===== src/rtl/riscv_muldiv_unit.sv =====
// Iterative RV32M/RV64M multiply/divide unit for the execute stage.
//
// A start pulse in IDLE latches funct3/op_a/op_b. Signed operands are turned
// into magnitudes, and CALC runs one radix-2 step per cycle: shift-add for
// multiplies, restoring division for divides. FIX applies the sign correction
// and selects the result. done pulses for one cycle once the result is stable.
// Divide-by-zero and signed overflow finish straight away.
//
// Optional build macro FAST_MUL_EN: multiplies use a combinational multiplier
// and take the path IDLE -> FIX -> DONE. Divides are unchanged.
//
// Ports:
//   clk      system clock, rising edge
//   reset    asynchronous active-low reset
//   start    issue request, sampled only in IDLE
//   funct3   RV M-extension operation select
//   op_a     rs1 operand (multiplicand / dividend)
//   op_b     rs2 operand (multiplier / divisor)
//   kill     pipeline flush; aborts the operation in flight
//   busy     high in CALC and FIX
//   done     one-cycle result-valid pulse
//   result   final result, held until overwritten by a later operation
//   div_zero divisor was zero on a divide/remainder op (valid with done)
module riscv_muldiv_unit #(
  parameter int unsigned DATA_W = 32
) (
  input  logic              clk,
  input  logic              reset,
  input  logic              start,
  input  logic [2:0]        funct3,
  input  logic [DATA_W-1:0] op_a,
  input  logic [DATA_W-1:0] op_b,
  input  logic              kill,
  output logic              busy,
  output logic              done,
  output logic [DATA_W-1:0] result,
  output logic              div_zero
);

  localparam int unsigned CNT_W = $clog2(DATA_W) + 1;

  typedef enum logic [1:0] {StIdle, StCalc, StFix, StDone} state_e;
  state_e state_q, state_d;

  logic [2:0]          op_q;
  logic                sign_a_q, sign_b_q;
  logic [DATA_W-1:0]   mag_b_q;
  // Multiply: {partial product, multiplier}. Divide: low half is dividend/quotient.
  logic [2*DATA_W-1:0] acc_q;
  logic [DATA_W-1:0]   rem_q;
  logic [CNT_W-1:0]    cnt_q;
  logic [DATA_W-1:0]   result_q;
  logic                done_q, div_zero_q;

  // Issue-time decode
  logic              is_div, signed_a, signed_b, op_sign_a, op_sign_b;
  logic              b_zero, sdiv_ovf, special, accept, fast_mul;
  logic [DATA_W-1:0] mag_a, mag_b;
  logic [2*DATA_W-1:0] acc_init;

  assign is_div    = funct3[2];
  assign signed_a  = (funct3 == 3'b001) | (funct3 == 3'b010) |
                     (funct3 == 3'b100) | (funct3 == 3'b110);
  assign signed_b  = (funct3 == 3'b001) | (funct3 == 3'b100) | (funct3 == 3'b110);
  assign op_sign_a = signed_a & op_a[DATA_W-1];
  assign op_sign_b = signed_b & op_b[DATA_W-1];
  // The most negative value maps to its unsigned magnitude 2^(DATA_W-1).
  assign mag_a     = op_sign_a ? -op_a : op_a;
  assign mag_b     = op_sign_b ? -op_b : op_b;
  assign b_zero    = (op_b == '0);
  assign sdiv_ovf  = is_div & signed_b & (op_a == {1'b1, {(DATA_W-1){1'b0}}}) & (op_b == '1);
  assign special   = is_div & (b_zero | sdiv_ovf);
  assign accept    = start & ~kill;

`ifdef FAST_MUL_EN
  logic [2*DATA_W-1:0] ext_a, ext_b, fast_prod;
  assign ext_a     = {{DATA_W{op_sign_a}}, op_a};
  assign ext_b     = {{DATA_W{op_sign_b}}, op_b};
  assign fast_prod = ext_a * ext_b;
  assign fast_mul  = ~is_div;
  assign acc_init  = fast_mul ? fast_prod : {{DATA_W{1'b0}}, mag_a};
`else
  assign fast_mul  = 1'b0;
  assign acc_init  = {{DATA_W{1'b0}}, mag_a};
`endif

  // Multiply step: add the multiplicand into the upper half if the LSB is set, then shift.
  logic [DATA_W:0]     mul_sum;
  logic [2*DATA_W-1:0] mul_step;
  assign mul_sum  = {1'b0, acc_q[2*DATA_W-1:DATA_W]} +
                    (acc_q[0] ? {1'b0, mag_b_q} : {(DATA_W+1){1'b0}});
  assign mul_step = {mul_sum, acc_q[DATA_W-1:1]};

  // Restoring divide step on the (DATA_W+1)-bit shifted partial remainder.
  logic [DATA_W:0]   div_shift;
  logic [DATA_W-1:0] div_diff;
  logic              div_borrow, div_ge;
  assign div_shift              = {rem_q, acc_q[DATA_W-1]};
  assign {div_borrow, div_diff} = {1'b0, div_shift[DATA_W-1:0]} - {1'b0, mag_b_q};
  assign div_ge                 = div_shift[DATA_W] | ~div_borrow;

  // Sign correction and result select
  logic [2*DATA_W-1:0] prod_fix;
  logic [DATA_W-1:0]   quo_fix, rem_fix, fix_result;
  assign prod_fix = (sign_a_q ^ sign_b_q) ? -acc_q : acc_q;
  assign quo_fix  = (sign_a_q ^ sign_b_q) ? -acc_q[DATA_W-1:0] : acc_q[DATA_W-1:0];
  assign rem_fix  = sign_a_q ? -rem_q : rem_q;

  always_comb begin
    fix_result = rem_fix;
    unique case (op_q)
      3'b000:                 fix_result = prod_fix[DATA_W-1:0];
      3'b001, 3'b010, 3'b011: fix_result = prod_fix[2*DATA_W-1:DATA_W];
      3'b100, 3'b101:         fix_result = quo_fix;
      default:                fix_result = rem_fix;
    endcase
  end

  always_comb begin
    state_d = state_q;
    unique case (state_q)
      StIdle: begin
        if (accept) begin
          if (special)       state_d = StDone;
          else if (fast_mul) state_d = StFix;
          else               state_d = StCalc;
        end
      end
      StCalc: begin
        if (kill)                       state_d = StIdle;
        else if (cnt_q == CNT_W'(1))    state_d = StFix;
      end
      StFix:   state_d = kill ? StIdle : StDone;
      StDone:  state_d = StIdle;
      default: state_d = StIdle;
    endcase
  end

  always_ff @(posedge clk or negedge reset) begin
    if (!reset) begin
      state_q <= StIdle;
    end else begin
      state_q <= state_d;
    end
  end

  always_ff @(posedge clk or negedge reset) begin
    if (!reset) begin
      op_q       <= '0;
      sign_a_q   <= 1'b0;
      sign_b_q   <= 1'b0;
      mag_b_q    <= '0;
      acc_q      <= '0;
      rem_q      <= '0;
      cnt_q      <= '0;
      result_q   <= '0;
      done_q     <= 1'b0;
      div_zero_q <= 1'b0;
    end else begin
      // The pulse follows the DONE cycle, so the result register is already settled.
      done_q <= (state_q == StDone);
      unique case (state_q)
        StIdle: begin
          if (accept) begin
            op_q       <= funct3;
            sign_a_q   <= op_sign_a & ~fast_mul;
            sign_b_q   <= op_sign_b & ~fast_mul;
            mag_b_q    <= mag_b;
            acc_q      <= acc_init;
            rem_q      <= '0;
            cnt_q      <= CNT_W'(DATA_W);
            div_zero_q <= is_div & b_zero;
            if (is_div && b_zero) begin
              result_q <= funct3[1] ? op_a : '1;
            end else if (sdiv_ovf) begin
              result_q <= funct3[1] ? '0 : op_a;
            end
          end
        end
        StCalc: begin
          cnt_q <= cnt_q - CNT_W'(1);
          if (op_q[2]) begin
            rem_q              <= div_ge ? div_diff : div_shift[DATA_W-1:0];
            acc_q[DATA_W-1:0]  <= {acc_q[DATA_W-2:0], div_ge};
          end else begin
            acc_q <= mul_step;
          end
        end
        StFix: begin
          if (!kill) result_q <= fix_result;
        end
        default: ;
      endcase
    end
  end

  assign busy     = (state_q == StCalc) | (state_q == StFix);
  assign done     = done_q;
  assign result   = result_q;
  assign div_zero = div_zero_q;

endmodule


===== config.mk =====
export PLATFORM = sky130hd
export DESIGN_NAME = riscv_muldiv_unit
export DESIGN_NICKNAME = d
export VERILOG_FILES = /design/src/rtl/riscv_muldiv_unit.sv
export SDC_FILE = /design/constraint.sdc
export NUM_CORES = 1
export LEC_CHECK = 0
export ABC_AREA = 1
export CAP_MARGIN = 20
export CELL_PAD_IN_SITES_DETAIL_PLACEMENT = 1
export CELL_PAD_IN_SITES_GLOBAL_PLACEMENT = 1
export CORE_UTILIZATION = 39
export CTS_CLUSTER_SIZE = 10
export DETAILED_ROUTE_END_ITERATION = 12
export PLACE_DENSITY = 0.84
export RECOVER_POWER = 50
export SYNTH_ARGS = -nofsm -noshare
export SYNTH_HDL_FRONTEND = slang
export SYNTH_SLANG_ARGS = --single-unit

===== constraint.sdc =====
create_clock -name clk -period 2.4 [get_ports clk]
set_input_delay 0.36 -clock clk [delete_from_list [all_inputs] [get_ports clk]]
set_output_delay 0.36 -clock clk [all_outputs]
set_load 0.01 [all_outputs]

==> results of run 1 <==
[repair_timing]
item,in CTS,in global routing
hold buffers,1,0
cloned,2,8
setup buffers,11,47
endpoints found under the setup margin,79,96
resized for setup,139,444
endpoints found under the hold margin,50,0
pin swaps,22,131
[worst min path at each step]
stage              start        end  slack [ns]  cells past startpoint
2_1_floorplan      reset   acc_q[0]        0.06                      0
3_3_place_gp       reset  acc_q[48]        0.40                      1
3_5_place_dp       reset  acc_q[48]        0.42                      1
4_1_cts            reset  acc_q[46]        0.44                      2
5_1_grt        result[4]  result[4]        0.51                      2
6_report       result[2]  result[2]        0.49                      2
[cell usage in the layout, fill, tap and decap left out, drive strengths merged, types with 85 or more instances in the layout]
cell / n
nor3: 85
nand3: 289
inv: 373
o21ai: 203
a21oi: 166
dfrtp: 175
buf: 533
nand2: 910
nor2: 412
clkdlybuf4s50: 103
[worst max-delay path, delay by kind of cell, from the launching register on]
family / cells / cell delay, ns
compound gates: 3 / 0.64
fa+ha+maj: 1 / 0.27
buf+inv: 2 / 0.40
flops: 1 / 0.48
simple gates: 6 / 0.98
[metal layers]
metal | track usage [%] | vias to the layer above | routed length [um]
met5 | 0 | - | 13
met4 | 21.5 | 2 | 8570
met3 | 5.75 | 541 | 9850
met2 | 66.7 | 1435 | 49700
met1 | 51.2 | 12600 | 41900
li1 | - | 11300 | -
[stage by stage]
stage	power (mW)	cells	instance area [sq um]	setup WS (ns)
final	32.8	4267	26700	-0.515
after global routing	34.0	4267	26700	-0.498
after CTS	28.5	4214	24600	-0.112
after detailed placement	24.6	4168	23400	-0.500
after global placement	24.0	4168	23400	-0.504
after floorplan	15.2	3078	18300	0.00369
[logic make-up after synthesis]
| kind of cell | synth area share [%] |
|---|---|
| buffers and inverters | 10.3 |
| AND/OR/NAND/NOR | 40.8 |
| AO/OA/AOI/OAI | 16.5 |
| adder cells (fa/ha/maj) | 5.46 |
| flip-flops | 23.9 |
| XOR/XNOR | 3.01 |
[flip-flops by register name (all words and copies together), names as in the netlist]
| signal | flops |
|---|---|
| done | 1 |
| rem_q | 32 |
| acc_q | 64 |
| result | 32 |
| div_zero | 1 |
| sign_b_q | 1 |
| state_q | 2 |
| sign_a_q | 1 |
| cnt_q | 6 |
| op_q | 3 |
| mag_b_q | 32 |
[cell type report]
cell class	instances	area share [%]
repair buffers	648	20.7
flip-flops and latches	175	16.4
well taps	607	2.84
inverters	370	5.32
multi-input cells	2435	52.5
clock inverters	14	0.543
clock buffers	18	1.64
[power by group through the flow]
stage / Combinational [mW] / Clock, mW / Sequential [mW]
after floorplan: 10.2 / 0 / 5.01
after global placement: 18.6 / 0 / 5.40
after detailed placement: 19.2 / 0 / 5.45
after CTS: 20.1 / 3.03 / 5.45
after global routing: 25.2 / 3.17 / 5.64
final: 24.2 / 3.07 / 5.61
==> flow_summary.json, run 1 <==
{
  "cts_sinks": 175,
  "run_status": "finished with violations",
  "timing.reg2reg.setup_slack_ns": -0.52,
  "synthesis.yosys.warnings": 0,
  "synth_seq_area_share_pct": 23.9,
  "area_of_combinational_cells_with_multiple_inputs_sq_um": 14100,
  "detailedRoute.firstIterationViolations": 2738,
  "final_util_pct": 57.6,
  "ff_latch_area_sq_um": 4390,
  "final.hold.worst_slack_ns": 0.493,
  "min_period_over_period_pct": 121,
  "max_clock_freq_ghz": 0.343,
  "die_width_um": 219,
  "routed_via_density": 6.06,
  "final_layout_size_suffix_gt1_share_pct": 29.0,
  "worstMarginPinSlew_ns": 2.00,
  "synth.area.top_cells": "sky130_fd_sc_hd__dfrtp_1 24%, sky130_fd_sc_hd__nand2_1 18%, sky130_fd_sc_hd__nor2_1 8.2%",
  "timing.setup.tns_ns": -9.73,
  "ys_dominant_reg_cell": "sky130_fd_sc_hd__dfrtp_1",
  "switchingPower_mw": 18.7,
  "finalWirelength_um": 110000,
  "critical_path_end": "acc_q[50]",
  "route.antenna.remaining_nets": 0,
  "cts_tree": "yes",
  "combinationalPowerShare_pct": 73.6,
  "max_cap_viol": 1,
  "critical_path.max_stage_delay_ns": 0.48,
  "mappedNetlistNets": 3227,
  "critical_path.slowest_cell": "sky130_fd_sc_hd__dfrtp_2",
  "timing.reg2reg.worst_path_depth": 12,
  "die_y_um": 219,
  "leakage_power_total_nw": 13.2,
  "netlist.area_leader.share_pct": 23.9,
  "num_io_pins": 106,
  "drc": 0,
  "cts.htree.levels": 4,
  "yosys-top-cells-count": "895 x sky130_fd_sc_hd__nand2_1, 398 x sky130_fd_sc_hd__nor2_1, 356 x sky130_fd_sc_hd__inv_1",
  "detail_route.wl_per_cell_um": 25.8,
  "antenna_cells": 0,
  "yosys.cell_count.top_type": "sky130_fd_sc_hd__nand2_1",
  "synth_cell_types": 54,
  "final.setup.worst_slack_ns": -0.515,
  "worstSetupStartpoint": "acc_q[0]",
  "area_of_the_die_sq_um": 47900,
  "crit_type": "flip-flop to flip-flop",
  "final-setup-viol-count": 73,
  "synth-seq-cells": 175,
  "worstPathCellList": "buf_6, nand2_1, inv_1, ha_4, nand2_1, nand2_1, a31oi_2, nand2_1, a21oi_2, nand2_2, nor2_1, o22ai_2",
  "ir_worst_vdd_v": 0.00104,
  "power.sequential.fraction_pct": 17.1,
  "fillers": 6160,
  "initial_util_pct": 39.4,
  "synth_enable_flop_cells": 0,
  "violations": "max-capacitance violations, max-slew violations, negative setup slack",
  "fin_crit_ns": 2.92,
  "max-clock-path-buffers": 2,
  "path_clk_slew_ns": 0.08,
  "critical_path.startpoint_type": "flip-flop",
  "firstDrtPassIters": 8,
  "post-dp-hpwl_um": 77600,
  "synth.largest_area_cell": "sky130_fd_sc_hd__dfrtp_1",
  "global_route_wire_length_before_repair_um": 147000,
  "crit_path_dat_ns": 3.31,
  "clock_insertion_delay_worst_skew_ns": 0.52,
  "grt-ovfl-total": 0,
  "syn_to_final_growth_pct": 46.0,
  "share_clk_of_total_power_pct": 9.3,
  "number_of_cells_produced_by_synthesis": 3078,
  "async_reset_ff_share_pct": 100,
  "power.switching_fraction_pct": 56.9,
  "place.gp.congestion": 0.992,
  "crit_required_ns": 2.79,
  "mappedNetlistArea_sq_um": 18300,
  "port_buffers": 105,
  "final_hold_vios": 0,
  "clock_skew_ns": 0.0169,
  "antenna_found_initial": 2,
  "critPathMostFrequentCell": "sky130_fd_sc_hd__nand2_1",
  "worst_r2r_endpoint": "acc_q[50]",
  "postSynthAreaPerCell_sq_um": 5.95,
  "cts-root-buf": "sky130_fd_sc_hd__clkbuf_16",
  "coreArea_sq_um": 46500,
  "p_per_area_nw_per_um2": 1230,
  "p_int_mw": 14.1,
  "row_count": 79,
  "critical_path.reg2reg.startpoint": "acc_q[0]",
  "pin_count_of_the_biggest_net_entering_global_routing": 57,
  "worstSetupEndpointType": "flip-flop",
  "tritoncts.num_buffers": 17,
  "hold_path_class": "flip-flop to flip-flop",
  "setup_repair_after_global_routing_missed_its_margin": "true",
  "timing.slew.headroom_pct": -33.4,
  "grt_pass1_vias": 25000,
  "final_max_slew_viol_count": 56,
  "via_count": 25900,
  "grt.total_usage_pct": 40.5,
  "critPathMaxFanout": 6,
  "nNetsFinal": 3796
}
Power figures use the tool's default switching activity.
==> run 2, diff against run 1 <==
--- a/config.mk
+++ b/config.mk
@@ -17,3 +17,4 @@
 export SYNTH_ARGS = -nofsm -noshare
 export SYNTH_HDL_FRONTEND = slang
 export SYNTH_SLANG_ARGS = --single-unit
+export TNS_END_PERCENT = 50
==> flow_summary.json, run 2 (synthesized netlist as in run 1, its figures left out) <==
{
  "run_status": "finished with violations",
  "violations": "max-capacitance violations, max-slew violations, negative setup slack",
  "row_count": 79,
  "worstMarginPinSlew_ns": 1.98,
  "num_io_pins": 106,
  "final.setup.worst_slack_ns": -0.378,
  "final_hold_vios": 0,
  "nNetsFinal": 3787,
  "final_layout_size_suffix_gt1_share_pct": 27.8,
  "hold_path_class": "input pin to flip-flop",
  "final.hold.worst_slack_ns": 0.450,
  "final_max_slew_viol_count": 55,
  "ir_worst_vdd_v": 0.000879,
  "crit_type": "flip-flop to flip-flop",
  "cts_tree": "yes",
  "critPathMaxFanout": 6,
  "critical_path.top_delay_family": "compound AO/OA/AOI/OAI gates",
  "crit_required_ns": 2.84,
  "final-setup-viol-count": 75,
  "route.antenna.remaining_nets": 0,
  "critical_path.startpoint_type": "flip-flop",
  "p_per_area_nw_per_um2": 1230,
  "max_cap_viol": 1,
  "timing.reg2reg.worst_path_depth": 15,
  "port_buffers": 105,
  "antenna_found_initial": 4,
  "clock_insertion_delay_worst_skew_ns": 0.54,
  "grt_util_met2_pct": 67.0,
  "coreArea_sq_um": 46500,
  "critical_path.max_stage_delay_ns": 0.53,
  "crit_path_dat_ns": 3.22,
  "max_clock_freq_ghz": 0.360,
  "cts.htree.levels": 4,
  "die_width_um": 219,
  "setup_repair_after_global_routing_missed_its_margin": "true",
  "detail_route.wl_per_cell_um": 25.3,
  "critical_path.slowest_cell": "sky130_fd_sc_hd__dfrtp_2",
  "place.gp.congestion": 0.992,
  "pin_count_of_the_biggest_net_entering_global_routing": 57,
  "via_count": 25500,
  "worstSetupStartpoint": "acc_q[0]",
  "fillers": 6191,
  "finalWirelength_um": 108000,
  "fin_crit_ns": 2.78,
  "worstPathBufferInverterCount": 4,
  "area_of_the_die_sq_um": 47900,
  "timing.slew.headroom_pct": -32.2,
  "largest_register_ffs": 64,
  "grt_pass1_vias": 25000,
  "dp_cells": 4168,
  "layout_commonest_cell": "sky130_fd_sc_hd__nand2_1",
  "leading_cell_types_in_the_layout_fill_and_taps_excluded": "791 x sky130_fd_sc_hd__nand2_1, 490 x sky130_fd_sc_hd__buf_4, 344 x sky130_fd_sc_hd__nor2_1",
  "initial_util_pct": 39.4,
  "drc": 0,
  "cts-root-buf": "sky130_fd_sc_hd__clkbuf_16",
  "grt.total_usage_pct": 40.6,
  "final_util_pct": 56.9,
  "leakage_power_total_nw": 13.1,
  "worstSetupEndpointType": "flip-flop",
  "path_clk_slew_ns": 0.08,
  "critical_path.reg2reg.startpoint": "acc_q[0]",
  "worstPathCellList": "buf_6, nand2_1, inv_1, ha_4, a21oi_2, buf_4, nor2_1, nor2_1, buf_4, nand2_1, nand2_1, nand3_1, a21oi_1, o21ai_1, o21ai_0",
  "max-clock-path-buffers": 2,
  "critical_path_end": "acc_q[48]",
  "post-dp-hpwl_um": 77600,
  "timing.reg2reg.setup_slack_ns": -0.38,
  "detailedRoute.firstIterationViolations": 2513,
  "global_route_wire_length_before_repair_um": 147000,
  "critPathMostFrequentCell": "sky130_fd_sc_hd__nand2_1",
  "tritoncts.num_buffers": 17,
  "globalRouteMet3Util_pct": 5.79,
  "critical_path_depth": 15,
  "min_period_over_period_pct": 116,
  "syn_to_final_growth_pct": 44.4,
  "worst_r2r_endpoint": "acc_q[48]",
  "met1_usage_pct": 51.2,
  "cts_sinks": 175,
  "firstDrtPassIters": 6,
  "global_route.peak_usage_layer": "met2",
  "routed_via_density": 6.00,
  "clock_skew_ns": 0.0173,
  "layout.cells.non_filler": 4260,
  "die_y_um": 219,
  "registers.top_by_ff_count": "acc_q",
  "grt-ovfl-total": 0
}
==> run 2: cell type report <==
type	count	area, sq um	share of cell area (%)
diodes	2	5.00	0.0189
clock buffers	18	439	1.66
clock inverters	14	145	0.549
inverters	370	1420	5.36
multi-input cells	2435	13900	52.4
flip-flops and latches	175	4390	16.6
well taps	607	759	2.87
repair buffers	639	5420	20.5
==> run 2: repair_timing <==
item,4_1_cts,5_1_grt
setup endpoints to repair,79,97
setup buffers,10,41
pin swaps,20,105
gates cloned,2,6
hold buffers,1,0
hold endpoints to repair,50,0
gates resized for setup,132,403
==> run 2: worst min-delay path by stage <==
stage,from,end,slack [ns],cells after the start
2_1_floorplan,reset,acc_q[0],0.06,0
3_3_place_gp,reset,acc_q[48],0.40,1
3_5_place_dp,reset,acc_q[48],0.42,1
4_1_cts,reset,acc_q[46],0.44,2
5_1_grt,op_a[9],acc_q[9],0.46,5
6_report,op_a[9],acc_q[9],0.45,5
==> run 2: per-layer routing <==
| metal | part of all wire, % | vias up |
|---|---|---|
| met3 | 7.9 | 486 |
| met1 | 39 | 12500 |
| met2 | 46 | 1323 |
| met5 | 0.0084 | - |
| met4 | 7.3 | 2 |
| li1 | - | 11200 |
==> run 2: worst register-to-register path: stages (launching register included) <==
cell and delay (ns):
sky130_fd_sc_hd__dfrtp_2 0.53, sky130_fd_sc_hd__buf_6 0.21, sky130_fd_sc_hd__nand2_1 0.08, sky130_fd_sc_hd__inv_1 0.10
sky130_fd_sc_hd__ha_4 0.22, sky130_fd_sc_hd__a21oi_2 0.31, sky130_fd_sc_hd__buf_4 0.17, sky130_fd_sc_hd__nor2_1 0.03
sky130_fd_sc_hd__nor2_1 0.16, sky130_fd_sc_hd__buf_4 0.15, sky130_fd_sc_hd__nand2_1 0.09, sky130_fd_sc_hd__nand2_1 0.09
sky130_fd_sc_hd__nand3_1 0.12, sky130_fd_sc_hd__a21oi_1 0.20, sky130_fd_sc_hd__o21ai_1 0.12, sky130_fd_sc_hd__o21ai_0 0.10
==> run 2: report_power, final <==
group,switching (mW),internal [mW]
logic,15.3,8.54
registers,1.52,4.06
clock network,1.57,1.49
==> run 2: metrics by stage <==
stage               power [mW]  setup slack (ns)  TNS [ns]  instance area (sq um)
global route              33.7            -0.432    -14.84                  26400
CTS                       28.5            -0.112     -2.71                  24600
floorplan                 15.2           0.00369         0                  18300
global placement          24.0            -0.504    -20.46                  23400
detailed placement        24.6            -0.500    -29.96                  23400
finish                    32.5            -0.378     -9.42                  26500
